<file path="config.mk">
export PLATFORM = sky130hd
export DESIGN_NAME = line_position_decoder
export DESIGN_NICKNAME = d
export VERILOG_FILES = /design/src/rtl/line_position_decoder.sv
export SDC_FILE = /design/constraint.sdc
export NUM_CORES = 1
export LEC_CHECK = 0
export ABC_AREA = 1
export CAP_MARGIN = 5
export CORE_MARGIN = 2
export CORE_UTILIZATION = 38
export CTS_CLUSTER_SIZE = 10
export DETAILED_ROUTE_END_ITERATION = 10
export GPL_TIMING_DRIVEN = 0
export SETUP_SLACK_MARGIN = 0.3
export SKIP_LAST_GASP = 1
export SLEW_MARGIN = 20
export SYNTH_ARGS = -nofsm -noshare
export SYNTH_HDL_FRONTEND = slang
export SYNTH_SLANG_ARGS = --single-unit
</file>
<file path="constraint.sdc">
create_clock -name clk -period 7.4 [get_ports clk]
set_input_delay 1.11 -clock clk [delete_from_list [all_inputs] [get_ports clk]]
set_output_delay 1.11 -clock clk [all_outputs]
set_load 0.05 [all_outputs]
</file>
<file path="src/rtl/line_position_decoder.sv">
// rtl/line_position_decoder.sv - reflectance array debounce, line classification and steering command
// Heading is held through short dropouts; stop is forced after LOST_TIMEOUT line-less ticks.
module line_position_decoder #(
  parameter int SAMPLE_DIV   = 500,
  parameter int STABLE_COUNT = 4,
  parameter int LOST_TIMEOUT = 64
) (
  input  logic       clk,
  input  logic       reset,
  input  logic       enable,
  input  logic [7:0] sensor_in,
  output logic [1:0] direction_command,
  output logic       cmd_valid,
  output logic       line_lost
);

  localparam int DW = (SAMPLE_DIV > 1) ? $clog2(SAMPLE_DIV) : 1;
  localparam int SW = $clog2(STABLE_COUNT + 1);
  localparam int LW = $clog2(LOST_TIMEOUT + 1);
  localparam logic [DW-1:0] DIV_LAST = DW'(SAMPLE_DIV - 1);
  localparam logic [SW-1:0] STAB_MAX = SW'(STABLE_COUNT);
  localparam logic [LW-1:0] LOST_MAX = LW'(LOST_TIMEOUT);

  typedef enum logic [1:0] {IDLE, TRACK, SEARCH, LOST} state_t;

  logic [7:0]    sync_meta_q, s_q;
  logic [DW-1:0] div_cnt_q, div_cnt_d;
  logic [7:0]    cand_q, cand_d;
  logic [SW-1:0] stab_q, stab_d;
  logic [7:0]    acc_q, acc_d;
  logic [LW-1:0] lost_cnt_q, lost_cnt_d;
  state_t        state_q, state_d;
  logic [1:0]    cmd_q, cmd_d;
  logic          cmd_valid_q, cmd_valid_d;
  logic          tick;
  logic          accept;

  function automatic logic [1:0] classify(input logic [7:0] p);
    logic [3:0]        n;
    logic signed [5:0] sum;
    n   = '0;
    sum = '0;
    for (int i = 0; i < 8; i++) begin
      if (p[i]) begin
        n   = n + 1'b1;
        sum = sum + 6'(2 * i - 7);
      end
    end
    if (n >= 4'd6)                          classify = 2'd3;
    else if (sum > $signed({2'b00, n}))     classify = 2'd2;
    else if (sum < -$signed({2'b00, n}))    classify = 2'd1;
    else                                    classify = 2'd0;
  endfunction

  assign tick = enable && (div_cnt_q == DIV_LAST);

  always_ff @(posedge clk) begin
    if (reset) begin
      sync_meta_q <= '0;
      s_q         <= '0;
      div_cnt_q   <= '0;
      cand_q      <= '0;
      stab_q      <= '0;
      acc_q       <= '0;
      lost_cnt_q  <= '0;
      state_q     <= IDLE;
      cmd_q       <= 2'd3;
      cmd_valid_q <= 1'b0;
    end else begin
      sync_meta_q <= sensor_in;
      s_q         <= sync_meta_q;
      div_cnt_q   <= div_cnt_d;
      cand_q      <= cand_d;
      stab_q      <= stab_d;
      acc_q       <= acc_d;
      lost_cnt_q  <= lost_cnt_d;
      state_q     <= state_d;
      cmd_q       <= cmd_d;
      cmd_valid_q <= cmd_valid_d;
    end
  end

  // Prescaler and debounce; accept fires only on the tick where stab first reaches its ceiling.
  always_comb begin
    div_cnt_d = div_cnt_q;
    cand_d    = cand_q;
    stab_d    = stab_q;
    acc_d     = acc_q;
    accept    = 1'b0;
    if (!enable) begin
      div_cnt_d = '0;
      cand_d    = '0;
      stab_d    = '0;
      acc_d     = '0;
    end else begin
      div_cnt_d = (div_cnt_q == DIV_LAST) ? '0 : div_cnt_q + 1'b1;
      if (tick) begin
        if (s_q == cand_q) begin
          if (stab_q != STAB_MAX) stab_d = stab_q + 1'b1;
        end else begin
          cand_d = s_q;
          stab_d = SW'(1);
        end
        accept = ((stab_d == STAB_MAX) && (stab_q != STAB_MAX)) ||
                 ((STABLE_COUNT == 1) && (s_q != cand_q));
        if (accept) acc_d = cand_d;
      end
    end
  end

  always_comb begin
    state_d    = state_q;
    cmd_d      = cmd_q;
    lost_cnt_d = lost_cnt_q;
    if (!enable) begin
      state_d    = IDLE;
      cmd_d      = 2'd3;
      lost_cnt_d = '0;
    end else begin
      case (state_q)
        IDLE: begin
          state_d = TRACK;
          cmd_d   = 2'd3;
        end
        TRACK: begin
          if (accept) begin
            if (acc_d != 8'd0) begin
              cmd_d = classify(acc_d);
            end else begin
              state_d    = SEARCH;
              lost_cnt_d = '0;
            end
          end
        end
        SEARCH: begin
          // A reacquired line wins over a timeout landing on the same tick.
          if (accept && (acc_d != 8'd0)) begin
            state_d = TRACK;
            cmd_d   = classify(acc_d);
          end else if (tick) begin
            lost_cnt_d = lost_cnt_q + 1'b1;
            if (lost_cnt_d == LOST_MAX) begin
              state_d = LOST;
              cmd_d   = 2'd3;
            end
          end
        end
        default: begin
          cmd_d = 2'd3;
          if (accept && (acc_d != 8'd0)) begin
            state_d = TRACK;
            cmd_d   = classify(acc_d);
          end
        end
      endcase
    end
    cmd_valid_d = enable && (cmd_d != cmd_q);
  end

  always_comb begin
    direction_command = cmd_q;
    cmd_valid         = cmd_valid_q;
    line_lost         = (state_q == LOST);
  end

endmodule

</file>
==> results.json <==
{
  "die_y_um": 113,
  "status": "finished clean",
  "ys_ff_latch": 56,
  "wl_per_cell_um": 10.5,
  "grt_pass1_wl_mm": 16.4,
  "dp.cells": 858,
  "viasPerCell": 4.69,
  "vias": 4144,
  "rsz0062_at_grt": "false",
  "cts.sinks": 56,
  "final_cell_mix": "nand2_1, inv_1, nor2_1, dfxtp_1, nand3_1",
  "relSlewSlack_pct": 59.9,
  "p_per_area_nw_per_um2": 138,
  "portBuffers": 12,
  "avgSynthCellArea_um2": 6.46,
  "cts_tree": "done",
  "cpMostUsedCell": "nand2_1",
  "synth-async-reset-ratio_pct": 0,
  "crit_path_end_kind": "register",
  "row_count": 39,
  "critPathMaxFanout": 7,
  "vdd_drop_max_v": 0.0000900,
  "floorplan.die_area_um2": 12800,
  "syn2layout_area_growth_pct": 14.0,
  "coreArea_um2": 11500,
  "grt_overflow": 0,
  "finalCriticalPeriod_ns": 6.63,
  "drive_gt1_share_pct": 14.7,
  "netlist_instances": 703,
  "synthesis.nets": 753,
  "min-delay-path-class": "reg -> reg",
  "clk_pin_slew_ns": 0.07,
  "grtUsageTotal_pct": 15.2,
  "antenna_cells": 0,
  "fmax_mhz": 151,
  "dpl_worst_slack_ns": -0.484,
  "synthTopCellsByArea": "dfxtp_1, nand2_1, inv_1, ha_1, nor2_1",
  "crit_slowest_cell": "ha_1",
  "synth_area_um2": 4540,
  "final.setup.worst_slack_ns": 0.767,
  "power.leakage_nw": 2.56,
  "numCtsBuffers": 5,
  "yosysUniqueCellTypes": 49,
  "yosysWarnings": 0,
  "yosys.area.top_type_share_pct": 24.7,
  "slowest_delay_ns": 0.29,
  "final_common_cell": "nand2_1",
  "cp_num_buf_inv": 6,
  "place_hpwl_mm": 7.49,
  "postRouteAntennaNets": 0,
  "drtIter0Drc": 145,
  "synthFlopType": "dfxtp_1",
  "fin_skew_ns": 0.00603,
  "nFillCells": 1152,
  "gp_congestion": 0.841,
  "io_pins": 15,
  "start_util_pct": 39.4,
  "grt_max_degree": 18,
  "clockRootBuffer": "clkbuf_16",
  "cts_hold_buf": 0,
  "seq_area_frac_synth_pct": 24.7,
  "clk_latency_ns": 0.30,
  "layout.nets": 789,
  "synth_top_area_cell": "dfxtp_1",
  "period_share_pct": 89.6,
  "cp.required_ns": 7.58,
  "first_pass_iters": 4,
  "hold_viol_final": 0,
  "cts.path.max_buffers": 2,
  "max_cap_violations": 0,
  "crit_family": "adder cells",
  "worstPathArrival_ns": 6.82,
  "antenna_found_initial": 0,
  "final_cells": 883,
  "crit_type": "in -> reg",
  "finalWirelength_mm": 9.28,
  "synth_edf_count": 0,
  "chipWidth_um": 113,
  "worst_pin_slew_ns": 0.597,
  "finalSetupViolCount": 0,
  "htreeDepth": 2,
  "startpoint_type": "input pin",
  "grt_pass1_vias": 3745,
  "drcViolationCount": 0,
  "drv_slew": 0
}
report_power, final:
part | total, mW | switching (mW) | internal (mW)
sequential | 0.325 | 0.00992 | 0.315
combinational | 0.120 | 0.0788 | 0.0410
clock | 0.270 | 0.109 | 0.161
sequential cells by signal, indices dropped and copies added, names as in the netlist:
name / flops
div_cnt_q: 9
lost_cnt_q: 7
direction_command: 2
acc_q: 8
sync_meta_q: 8
stab_q: 3
cmd_valid: 1
state_q: 2
cand_q: 8
s_q: 8
cells by family (layout without fill, tap and decap cells):
logic type               count (synthesis)  in the layout  share of synthesized area, %
AND/OR/NAND/NOR                        379            379                          40.0
buffers and inverters                  145            182                          12.2
AO/OA/AOI/OAI                           70             70                          8.99
flip-flops                              56             56                          24.7
adder cells (fa/ha/maj)                 39             39                          11.2
XOR/XNOR                                14             14                          2.87
worst reg2reg max path: cells and delay by family (launching register included):
family | cells | cell delay (ns)
compound gates | 7 | 0.97
xor+xnor | 1 | 0.17
fa+ha+maj | 9 | 2.59
buf+inv | 5 | 0.63
flops | 1 | 0.34
simple gates | 21 | 1.79
metal layers:
metal	share of wire, %	track usage (%)	vias to the layer above
met5	0	0	-
li1	-	-	2255
met4	1.1	2.93	0
met3	2.2	3.21	10
met1	51	20.3	1837
met2	46	25.5	42
cell usage after synthesis (2+ instances only):
library cell  number
xnor2_1            3
nand4_1           13
nand4_2            2
o21ai_1            5
xor2_1            10
nand2_4            2
nor4_1             2
clkbuf_1           5
nand3_2            9
nand3_1           41
inv_2             11
or2_2              4
a21oi_1           30
nand3_4            2
nand3b_1           5
fa_1               3
dfxtp_1           56
nand2_1          172
o21ai_2            4
nor2_1            82
o21ai_0           22
nor3_1             3
nor2_2             7
inv_1            125
ha_1              36
nor2_4             4
nand2_2           23
layout make-up:
| cell class | count | area, um2 | area share [%] |
|---|---|---|---|
| clock inverter | 2 | 38.8 | 0.750 |
| buffer | 8 | 45.0 | 0.871 |
| tap | 143 | 179 | 3.46 |
| multi-input combinational | 502 | 2900 | 56.0 |
| sequential | 56 | 1120 | 21.7 |
| clock buffer | 6 | 129 | 2.49 |
| inverter | 137 | 514 | 9.94 |
| timing repair buffer | 29 | 248 | 4.79 |
final timing paths:
| kind | cells past startpoint | end | slack [ns] | startpoint |
|---|---|---|---|---|
| worst max-delay path | 45 | cmd_valid | 0.77 | enable |
| worst min-delay path | 2 | s_q[0] | 0.40 | sync_meta_q[0] |
| worst max register to register | 43 | cmd_valid | 0.85 | stab_q[0] |
| worst min register to register | 2 | s_q[0] | 0.40 | sync_meta_q[0] |
what timing repair did:
item	in CTS	in global routing
hold endpoints to repair	0	0
pin swaps	0	4
setup endpoints to repair	2	2
buffers inserted	3	14
resized for setup	3	7
per-stage QoR:
stage          area, um2  power [mW]  util (%)  hold slack (ns)  TNS, ns
2_1_floorplan       4540       0.418         -            0.388        0
3_3_place_gp        4840       0.447      42.0            0.392   -0.673
3_5_place_dp        4840       0.450      42.0            0.393   -0.836
4_1_cts             5040       0.721      43.8            0.403        0
5_1_grt             5170       0.756      44.9            0.416        0
6_report            5170       0.715      44.9            0.403        0
Note: power is estimated with default switching activity, not from simulation.
